--- src/rtl/rr_arbiter.sv ---
// rtl/rr_arbiter.sv - four-requester round-robin arbiter with grant hold
//
// Shares one resource among four requesters. The scan starts just after the
// last owner, so no requester can starve. A grant is held until its owner
// drops its request. Every grant is followed by at least one idle cycle.
//
// Optional feature macro: ARB_TIMEOUT_EN
//   When defined, an owner that has held the grant for MAX_HOLD cycles is
//   forced off if another requester is waiting. The forced release is
//   flagged by a one-cycle timeout pulse.
//
// Ports:
//   clock    in   1  system clock, rising edge
//   reset_n  in   1  asynchronous active-low reset
//   request  in   4  per-requester request, held for the whole transaction
//   grant    out  4  registered one-hot grant, zero when idle
//   valid    out  1  OR of grant
//   user     out  2  index of the granted requester, zero when idle
//   timeout  out  1  one-cycle pulse on forced release (0 without macro)

module rr_arbiter #(
  parameter int NUM_REQ  = 4,
  parameter int MAX_HOLD = 16
) (
  input  logic               clock,
  input  logic               reset_n,
  input  logic [NUM_REQ-1:0] request,
  output logic [NUM_REQ-1:0] grant,
  output logic               valid,
  output logic [1:0]         user,
  output logic               timeout
);

  // Elaboration-time parameter checks: the index width and the 8-bit hold
  // counter only cover these ranges.
  if (NUM_REQ != 4) begin : g_bad_num_req
    $error("rr_arbiter: NUM_REQ must be 4");
  end
  if (MAX_HOLD < 1 || MAX_HOLD > 255) begin : g_bad_max_hold
    $error("rr_arbiter: MAX_HOLD must be in 1..255");
  end

  typedef enum logic {
    IDLE = 1'b0,
    BUSY = 1'b1
  } state_t;

  localparam logic [NUM_REQ-1:0] ONE_HOT_0 = {{(NUM_REQ-1){1'b0}}, 1'b1};

  state_t             state_q, state_d;
  logic [NUM_REQ-1:0] grant_q, grant_d;
  logic [1:0]         user_q,  user_d;
  logic [1:0]         last_q,  last_d;
  logic               valid_q, valid_d;

  // Rotating priority scan result
  logic               scan_found;
  logic [1:0]         scan_winner;
  logic [1:0]         scan_idx;

`ifdef ARB_TIMEOUT_EN
  localparam logic [7:0] MAX_HOLD_C = 8'(MAX_HOLD);

  logic [7:0] hold_q, hold_d;
  logic       timeout_q, timeout_d;
  logic       others_waiting;
`endif

  // Scan last+1 .. last+4 (mod 4); the 2-bit add wraps naturally. The owner
  // of the previous grant is therefore looked at last.
  always_comb begin
    scan_found  = 1'b0;
    scan_winner = 2'd0;
    scan_idx    = 2'd0;
    for (int i = 1; i <= NUM_REQ; i++) begin
      scan_idx = last_q + 2'(i);
      if (!scan_found && request[scan_idx]) begin
        scan_found  = 1'b1;
        scan_winner = scan_idx;
      end
    end
  end

`ifdef ARB_TIMEOUT_EN
  // Anyone other than the current owner asking for the resource
  assign others_waiting = |(request & ~grant_q);
`endif

  // Next-state and next-output logic
  always_comb begin
    state_d = state_q;
    grant_d = grant_q;
    user_d  = user_q;
    last_d  = last_q;
`ifdef ARB_TIMEOUT_EN
    hold_d    = hold_q;
    timeout_d = 1'b0;
`endif

    case (state_q)
      IDLE: begin
        if (scan_found) begin
          state_d = BUSY;
          grant_d = ONE_HOT_0 << scan_winner;
          user_d  = scan_winner;
`ifdef ARB_TIMEOUT_EN
          hold_d  = 8'd1;
`endif
        end
      end

      BUSY: begin
        if (!request[user_q]) begin
          // Owner finished: release and remember it as the lowest priority.
          // Arbitration among the other requesters waits for the next edge.
          state_d = IDLE;
          grant_d = '0;
          user_d  = 2'd0;
          last_d  = user_q;
`ifdef ARB_TIMEOUT_EN
          hold_d  = 8'd0;
`endif
        end
`ifdef ARB_TIMEOUT_EN
        else if (hold_q == MAX_HOLD_C && others_waiting) begin
          // Forced release; the owner rejoins the scan as lowest priority.
          state_d   = IDLE;
          grant_d   = '0;
          user_d    = 2'd0;
          last_d    = user_q;
          hold_d    = 8'd0;
          timeout_d = 1'b1;
        end
        else if (hold_q != 8'hff) begin
          hold_d = hold_q + 8'd1;
        end
`endif
      end

      default: begin
        state_d = IDLE;
        grant_d = '0;
        user_d  = 2'd0;
      end
    endcase

    valid_d = |grant_d;
  end

  // State and output registers; last resets to 3 so requester 0 wins first.
  always_ff @(posedge clock or negedge reset_n) begin
    if (!reset_n) begin
      state_q <= IDLE;
      grant_q <= '0;
      user_q  <= 2'd0;
      last_q  <= 2'd3;
      valid_q <= 1'b0;
    end else begin
      state_q <= state_d;
      grant_q <= grant_d;
      user_q  <= user_d;
      last_q  <= last_d;
      valid_q <= valid_d;
    end
  end

`ifdef ARB_TIMEOUT_EN
  always_ff @(posedge clock or negedge reset_n) begin
    if (!reset_n) begin
      hold_q    <= 8'd0;
      timeout_q <= 1'b0;
    end else begin
      hold_q    <= hold_d;
      timeout_q <= timeout_d;
    end
  end

  assign timeout = timeout_q;
`else
  assign timeout = 1'b0;
`endif

  assign grant = grant_q;
  assign valid = valid_q;
  assign user  = user_q;

endmodule

--- config.mk ---
export PLATFORM = sky130hd
export DESIGN_NAME = rr_arbiter
export DESIGN_NICKNAME = d
export VERILOG_FILES = /design/src/rtl/rr_arbiter.sv
export SDC_FILE = /design/constraint.sdc
export NUM_CORES = 1
export LEC_CHECK = 0
export BUFFER_PORTS_ARGS = -buffer_cell sky130_fd_sc_hd__buf_2
export CAP_MARGIN = 20
export CORE_MARGIN = 10
export CORE_UTILIZATION = 40
export CTS_BUF_LIST = sky130_fd_sc_hd__clkbuf_16
export DETAILED_ROUTE_END_ITERATION = 8
export PLACE_DENSITY = 0.64
export SYNTH_ARGS = -nofsm -noshare
export SYNTH_HDL_FRONTEND = slang
export SYNTH_SLANG_ARGS = --single-unit
--- constraint.sdc ---
create_clock -name clock -period 4.1 [get_ports clock]
set_input_delay 0.205 -clock clock [delete_from_list [all_inputs] [get_ports clock]]
set_output_delay 0.205 -clock clock [all_outputs]
set_load 0.01 [all_outputs]
======== Yosys cells after proc, flatten, opt, wreduce, memory -nomap -nowiden ========
Index checks and enable logic that the tools add are counted.
word-level totals
  output and inout bits ................... 8
  flip-flop bits (word level) ............. 10
  input bits .............................. 6
cells by class
  shift operators ......................... 1
  equal/unequal tests ..................... 2
  reductions and logical operators ........ 9
  $add $sub $neg .......................... 3
  bitwise gates (word level) .............. 2
  mux-type cells .......................... 27
  magnitude comparators ................... 5
operators by type and width
  operator             number
  $lt 2x3->1 const B   5
  $mux 2               6
  $mux 1               11
  $bmux 1 s2           5
  $mux 4               2
  $pmux 4 s2           1
  $add 2x2->2 const B  2
  $ne 2x2->1 const B   2
  $pmux 2 s2           1
  $reduce_and 2->1     2
  $reduce_or 4->1      1
  $shl 1x2->4 const A  1
  $logic_and 1x1->1    3
  $logic_not 1->1      3
  $add 2x1->2 const B  1
  $not 1->1            2
  $pmux 1 s2           1

======== Depth between registers and ports, before layout ========
Gate-level depths: netlist of the first run.
  depth in word-level cells ............... 17
  mapped depth ............................ 5
  depth with buffers taken out ............ 5

======== Least setup slack after synthesis of the first run ========
Ideal clock, no wire load.
  kind .................................... register to register
  start ................................... reg user_q[0], in the netlist user[0]
  end ..................................... reg valid_q, in the netlist valid
  cell stages (with the launch flop) ...... 6
  setup slack ............................. 2.090 ns
  clock period less this slack ............ 2.010 ns
  setup time .............................. 0.138 ns
  arrival ................................. 1.871 ns
  data required time ...................... 3.962 ns
  buffers on the path ..................... 0
  cells stage by stage .................... dfrtp_1 -> mux4_2 -> nand2_1 -> o21ai_1 -> a32o_1 -> or4_1
on the way
  word-level cells in the longest chain between the ends .. 5
RTL lines
  what                          RTL line  source
  start, declared               52        logic [1:0] user_q, user_d;
  start signal, assigned        161       user_q <= user_d;
  $bmux 1 s2                    113       if (!request[user_q]) begin
  $mux 1 (implied by the code)  113
  $mux 4                        113
  $pmux 4 s2                    100       case (state_q)
  via grant_d[0]                51        logic [NUM_REQ-1:0] grant_q, grant_d;
  $reduce_or 4->1               147       valid_d = |grant_d;
  via valid_d                   54        logic valid_q, valid_d;
  end signal, assigned          163       valid_q <= valid_d;
  end, declared                 54
The timed path passes the listed nets, and every way through them passes these cells. The select of a mux whose other input is x is not followed.
A chain may end at the register's enable or synchronous reset.

======== Worst setup path in the final report of the first run ========
Same ends and word-level chain as after synthesis.

==> flow_metrics.tcl, run 1 <==
set metrics [dict create \
    fillCellCount 124 \
    finalSetupTns_ns 0 \
    period_needed_ns 2.06 \
    hpwlAfterDp_mm 1.05 \
    vias 520 \
    synthesis.nets 67 \
    drc_errors 0 \
    tritoncts "done" \
    p_leak_nw 0.347 \
    firstDrtPassIters 4 \
    crit_arrival_ns 2.16 \
    initialDrtViolationCount 26 \
    path_cells "mux4_2 > nand2_1 > o21ai_1 > a32o_1 > or4_1" \
    regArea_sq_um 253 \
    rows 13 \
    setup.worst_path.end_class "register" \
    grt_max_degree 16 \
    cts_root_buf "clkbuf_16" \
    worst_setup_path_start_kind "register" \
    hp-class "in -> async" \
    crit_fanout 7 \
    peakVddDrop_uv 412 \
    yosysWarnings 0 \
    viasPerCell 5.71 \
    syn2layout_area_growth_pct 26.1 \
    numCtsBuffers 3 \
    slew_viol_final 0 \
    core_area_sq_um 1350 \
    crit_required_ns 4.21 \
    max_cap_violations 0 \
    htree_levels 1 \
    first_global_vias 479 \
    place.gp.congestion 0.857 \
    multi_input_area_sq_um 324 \
    crit_type "reg -> reg" \
    clock_sinks 10 \
    yosysSeqAreaShare_pct 42.2 \
    timing.final.ws_setup_ns 2.04 \
    final_cell_mix "12 x buf_2, 8 x dfrtp_1, 4 x a21oi_1, 4 x nand2_1" \
    grt_pass1_wl_mm 2.19 \
    ys_types 33 \
    fp.dieH_um 58.7 \
    synth_area_sq_um 599 \
    final_common_cell "buf_2" \
    fmax_ghz 0.486 \
    track_usage_pct 8.59 \
    final_util_pct 56.0 \
    finalPower_mw 0.588 \
    syn_area_per_cell_sq_um 9.83 \
    routedWlPerCell_um 15.2 \
    initial_core_util_pct 44.4 \
    antenna_found_initial 0 \
    clock_skew_ns 0.00155 \
    nets 83 \
    totalWireLength_mm 1.38 \
    period_share_pct 50.2 \
    clk_latency_ns 0.24 \
    status "complete, no violations" \
    reg2reg_slack_ns 2.04 \
    cp_top_family "simple AND/OR/NAND/NOR gates" \
    drtAntennaViolNets 0 \
    hold_violations 0 \
    cp_num_buf_inv 0 \
    portBuffers 12 \
    cts_buffer_depth 2 \
    rsz0062_at_grt "no" \
    die_w_um 58.7 \
    diodes 0 \
    tightest_slew_ns 0.568 \
    powerDensity_nw_per_um2 777 \
    synthCells 61 \
    crit_path_max_incr_delay_ns 0.60 \
    dieArea_sq_um 3450 \
    path_clk_slew_ns 0.04 \
    ys_seq_elements 10 \
    ios 14 \
    gr-total-overflow 0 \
    setup_viol 0 \
    slowest_stage "mux4_2" \
    slew_headroom_pct 61.8 \
    holdWs_ns 0.358 \
    drive_above_1_share_pct 31.6 \
    pre_cts_ws_ns 2.05 \
]
metal layers:
| metal | vias to the layer above | track usage [%] | share of wire, % |
|---|---|---|---|
| met3 | 5 | 4.51 | 6.3 |
| met4 | 0 | 6.89 | 3.2 |
| met1 | 242 | 9.23 | 46 |
| li1 | 256 | - | - |
| met5 | - | 0 | 0 |
| met2 | 17 | 12.3 | 45 |
worst reg2reg max path: cells and delay by family (launching register included):
family / cells / cell delay, ns
and+or+nand+nor: 2 / 0.63
muxes: 1 / 0.60
AOI/OAI and AO/OA: 2 / 0.29
DFF: 1 / 0.40
sequential cells by signal, summed over array words and instances (netlist names):
name     cells
grant        4
last_q       2
user         2
state_q      1
valid        1
per-stage QoR:
stage               std cells  instance area (sq um)
floorplan                  61                    599
global placement           86                    667
detailed placement         86                    667
CTS                        91                    756
global route               91                    756
finish                     91                    756
cell usage after synthesis:
master | n | area share, %
dfstp_2 | 2 | 8.8
o22ai_1 | 1 | 1.0
o32ai_1 | 1 | 1.5
a31oi_1 | 1 | 1.0
clkbuf_1 | 1 | 0.63
and3b_1 | 1 | 1.5
and2b_1 | 1 | 1.3
nor3b_1 | 1 | 1.3
mux2i_1 | 2 | 3.3
a21o_1 | 1 | 1.3
conb_1 | 1 | 0.63
o31ai_1 | 1 | 1.3
nand3_1 | 3 | 2.5
o21ai_1 | 1 | 0.83
a21bo_2 | 1 | 1.7
o21ai_0 | 3 | 2.5
nor4_2 | 1 | 2.1
a21boi_0 | 1 | 1.3
o21a_1 | 2 | 2.5
nor2_1 | 2 | 1.3
nand2_1 | 4 | 2.5
a32o_1 | 1 | 1.7
or4_1 | 1 | 1.3
mux4_2 | 1 | 3.8
dfrtp_1 | 8 | 33
inv_1 | 3 | 1.9
a22oi_1 | 2 | 2.5
nand2b_1 | 3 | 3.1
o2111ai_1 | 1 | 1.5
or2_2 | 2 | 2.1
buf_4 | 1 | 1.3
mux2_2 | 2 | 3.8
a21oi_1 | 4 | 3.3
area by class of cell:
| class | instances | area share (%) |
|---|---|---|
| sequential | 10 | 33.4 |
| clock buffer | 3 | 9.93 |
| multi-input combinational | 46 | 42.9 |
| tap | 15 | 2.48 |
| inverter | 3 | 1.49 |
| timing repair buffer | 13 | 9.27 |
| clock inverter | 1 | 0.497 |
timing repair:
item | in CTS | in global routing
buffers inserted | 0 | 0
hold endpoints to repair | 8 | 0
hold buffers | 1 | 0
resized for setup | 0 | 0
power breakdown:
| part | leakage (nW) | internal [mW] | total (mW) | switching, mW |
|---|---|---|---|---|
| clock | 0.0385 | 0.128 | 0.172 | 0.0441 |
| combinational | 0.188 | 0.103 | 0.212 | 0.108 |
| sequential | 0.120 | 0.151 | 0.204 | 0.0534 |
| total | 0.347 | 0.382 | 0.588 | 0.206 |
cells by family (layout without fill, tap and decap cells):
logic type	count (synthesis)	count (layout)	share of synthesized area [%]
other cells	1	1	0.626
flops	10	10	42.2
simple gates	19	19	18.8
mux	5	5	10.9
compound gates	21	21	23.8
buf+inv	5	20	3.76
path summary, 6_finish.rpt:
kind / start / endpoint / depth (start not counted)
setup / recovery: user[0] / valid / 5
hold / removal: reset_n / grant[2] / 2
setup reg to reg: user[0] / valid / 5
hold reg to reg: grant[0] / grant[0] / 1
max in group asynchronous: reset_n / last_q[0] / 2
min in group clock: request[2] / user[1] / 4
Power figures use the tool's default switching activity.
==> run 2, diff against run 1 <==
--- a/config.mk
+++ b/config.mk
@@ -5,13 +5,14 @@
 export SDC_FILE = /design/constraint.sdc
 export NUM_CORES = 1
 export LEC_CHECK = 0
+export ABC_AREA = 1
 export BUFFER_PORTS_ARGS = -buffer_cell sky130_fd_sc_hd__buf_2
 export CAP_MARGIN = 20
 export CORE_MARGIN = 10
 export CORE_UTILIZATION = 40
 export CTS_BUF_LIST = sky130_fd_sc_hd__clkbuf_16
 export DETAILED_ROUTE_END_ITERATION = 8
-export PLACE_DENSITY = 0.64
+export PLACE_DENSITY = 0.65
 export SYNTH_ARGS = -nofsm -noshare
 export SYNTH_HDL_FRONTEND = slang
 export SYNTH_SLANG_ARGS = --single-unit
==> constraint.sdc (replaced) <==
create_clock -name clock -period 1.7 [get_ports clock]
set_input_delay 0.085 -clock clock [delete_from_list [all_inputs] [get_ports clock]]
set_output_delay 0.085 -clock clock [all_outputs]
set_load 0.01 [all_outputs]
==> flow_metrics.tcl, run 2 <==
set metrics [dict create \
    status "finished with violations" \
    violations "setup timing" \
    track_usage_pct 10.0 \
    synth_area_sq_um 807 \
    crit_start "last_q[0]" \
    numCtsBuffers 3 \
    synth-simple-area-share_pct 49.9 \
    synthArstFlopShare_pct 100 \
    clock_skew_ns 0.00327 \
    period_share_pct 109 \
    largest_reg_flops 4 \
    yosys.area.top_type_share_pct 25.1 \
    clock_sinks 10 \
    grt_pass1_wl_mm 3.54 \
    power_switching_mw 1.17 \
    reg2reg_slack_ns -0.15 \
    hold_violations 0 \
    slew_viol_final 0 \
    muxShareOfSynthArea_pct 0 \
    fmax_ghz 0.540 \
    ios 14 \
    p_seq_share_pct 17.4 \
    netSwitchingFraction_pct 45.7 \
    synthXorXnorAreaFrac_pct 0 \
    p_leak_nw 0.632 \
    rr_worst_depth 16 \
    timing.rr.start "last_q[0]" \
    clkPwrFrac_pct 16.1 \
    synth_area_leaders "nand2_1 25%, dfrtp_1 25%, nand2_2 7.8%" \
    met1Wirelength_um 854 \
    totalWireLength_mm 2.00 \
    path_clk_slew_ns 0.04 \
    grt_max_degree 11 \
    holdWs_ns 0.237 \
    synth_top_family_by_area "simple AND/OR/NAND/NOR gates" \
    rows 16 \
    fp.dieH_um 64.9 \
    syn2layout_area_growth_pct 46.2 \
    worstSetupEndpoint "valid" \
    crit_type "reg -> reg" \
    synthAdderAreaFrac_pct 0 \
    diodes 0 \
    gr-total-overflow 0 \
    nets 162 \
    ys_types 21 \
    yosysWarnings 0 \
    cts_buffer_depth 2 \
    setup.worst_path.end_class "register" \
    yosysSeqAreaShare_pct 31.3 \
    final_cell_mix "41 x nand2_1, 20 x nand2_2, 12 x buf_2, 12 x buf_4, 10 x inv_1" \
    htree_levels 1 \
    viasPerCell 4.64 \
    routedWlPerCell_um 11.0 \
    crit_fanout 6 \
    setup_viol 5 \
    tritoncts "done" \
    worst_setup_path_start_kind "register" \
    syn_area_per_cell_sq_um 6.40 \
    max_cap_violations 0 \
    antenna_found_initial 0 \
    wl_met2_mm 1.06 \
    internal_power_mw 1.39 \
    powerDensity_nw_per_um2 2170 \
    synthCells 126 \
    vias 845 \
    ys_dominant_reg_cell "dfrtp_1" \
    initialDrtViolationCount 14 \
    portBuffers 12 \
    drtAntennaViolNets 0 \
    firstDrtPassIters 4 \
    final_common_cell "nand2_1" \
    hpwlAfterDp_mm 1.47 \
    synth_edf_count 0 \
    dieArea_sq_um 4210 \
    synthesis.nets 132 \
    ys_top_cells_by_count "54 x nand2_1, 10 x inv_1, 10 x nand2_2" \
    yosysMostFrequentCell "nand2_1" \
    timing.final.ws_setup_ns -0.153 \
    rsz0062_at_grt "yes" \
    wl_met3_um 42 \
    peakVddDrop_uv 1060 \
    first_global_vias 842 \
    core_area_sq_um 1940 \
    clk_latency_ns 0.24 \
    drive_above_1_share_pct 47.7 \
    drc_errors 0 \
    synth_top_cell_by_area "nand2_1" \
    r2r-end "valid" \
    synth-compound-area-share_pct 8.53 \
    cts_root_buf "clkbuf_16" \
    die_w_um 64.9 \
    period_needed_ns 1.85 \
    place.gp.congestion 0.819 \
    crit_arrival_ns 1.98 \
    final_util_pct 60.8 \
    top_layer "met4" \
    initial_core_util_pct 41.6 \
    comb_power_share_pct 66.6 \
    crit_required_ns 1.83 \
    ys_seq_elements 10 \
    hp-class "in -> async" \
]
==> run 2: cell count changes after synthesis, moves of 3 or more <==
cell      before  now
nor2_1         2    5
inv_2          0    4
nand3_1        3    9
nand2b_1       3    0
inv_1          3   10
nand2_1        4   54
nand2_2        0   10
==> run 2: area by class of cell <==
cell class	count	area (sq um)
Clock inverter	1	3.75
Sequential cell	10	253
Multi-Input combinational cell	99	563
Timing Repair Buffer	28	194
Fill cell	184	762
Inverter	14	57.6
Clock buffer	3	75.1
Tap cell	27	33.8
==> run 2: repair_timing <==
action,in CTS,in global routing
hold buffers,1,0
setup endpoints to repair,6,8
pin swaps,8,15
buffers inserted,3,1
gates resized for setup,16,16
endpoints found under the hold margin,10,0
==> run 2: stage by stage <==
stage	cell area, sq um	setup WS, ns	total power [mW]	setup TNS (ns)	instances
floorplan	807	0.00686	1.42	0	126
global placement	957	-0.107	1.79	-0.273	173
detailed placement	957	-0.139	1.81	-0.403	173
CTS	1120	-0.127	2.41	-0.376	181
global route	1180	-0.290	2.79	-1.34	182
finish	1180	-0.153	2.56	-0.438	182
==> run 2: kinds of logic after synthesis <==
group	after synthesis
compound gates	12
buf+inv	17
flops	10
other cells	1
simple gates	86
==> run 2: power groups by stage <==
stage	Sequential, mW	Combinational (mW)	Clock, mW
floorplan	0.452	0.964	0
detailed placement	0.440	1.37	0
global placement	0.435	1.36	0
global route	0.463	1.90	0.426
finish	0.445	1.70	0.411
CTS	0.444	1.55	0.417
==> run 2: worst max-delay path: stages (launching register included) <==
cell	delay (ns)
dfstp_2	0.60
inv_4	0.07
buf_6	0.13
nand2_1	0.06
nand2_1	0.05
nand2_1	0.11
nand2_4	0.08
inv_2	0.05
nand2_1	0.06
nand3_2	0.08
nand2_4	0.07
nand3_2	0.07
nand2_1	0.05
nand2_1	0.06
nand2_2	0.06
nor2_2	0.10
nand2_1	0.05
==> run 2: routing by layer <==
metal  track usage (%)  vias up
li1                  -      447
met1              11.8      382
met2              16.7       11
met3              1.72        5
met4              5.35        0
met5                 0        -
==> run 2: worst min-delay path by stage <==
stage | to | depth (start not counted) | startpoint | slack [ns]
final | grant[3] | 2 | reset_n | 0.24
after global routing | grant[3] | 2 | reset_n | 0.27
after CTS | grant[3] | 2 | reset_n | 0.24
after detailed placement | user[0] | 1 | reset_n | -0.04
after global placement | user[1] | 1 | reset_n | -0.05
after floorplan | grant[0] | 0 | reset_n | -0.21
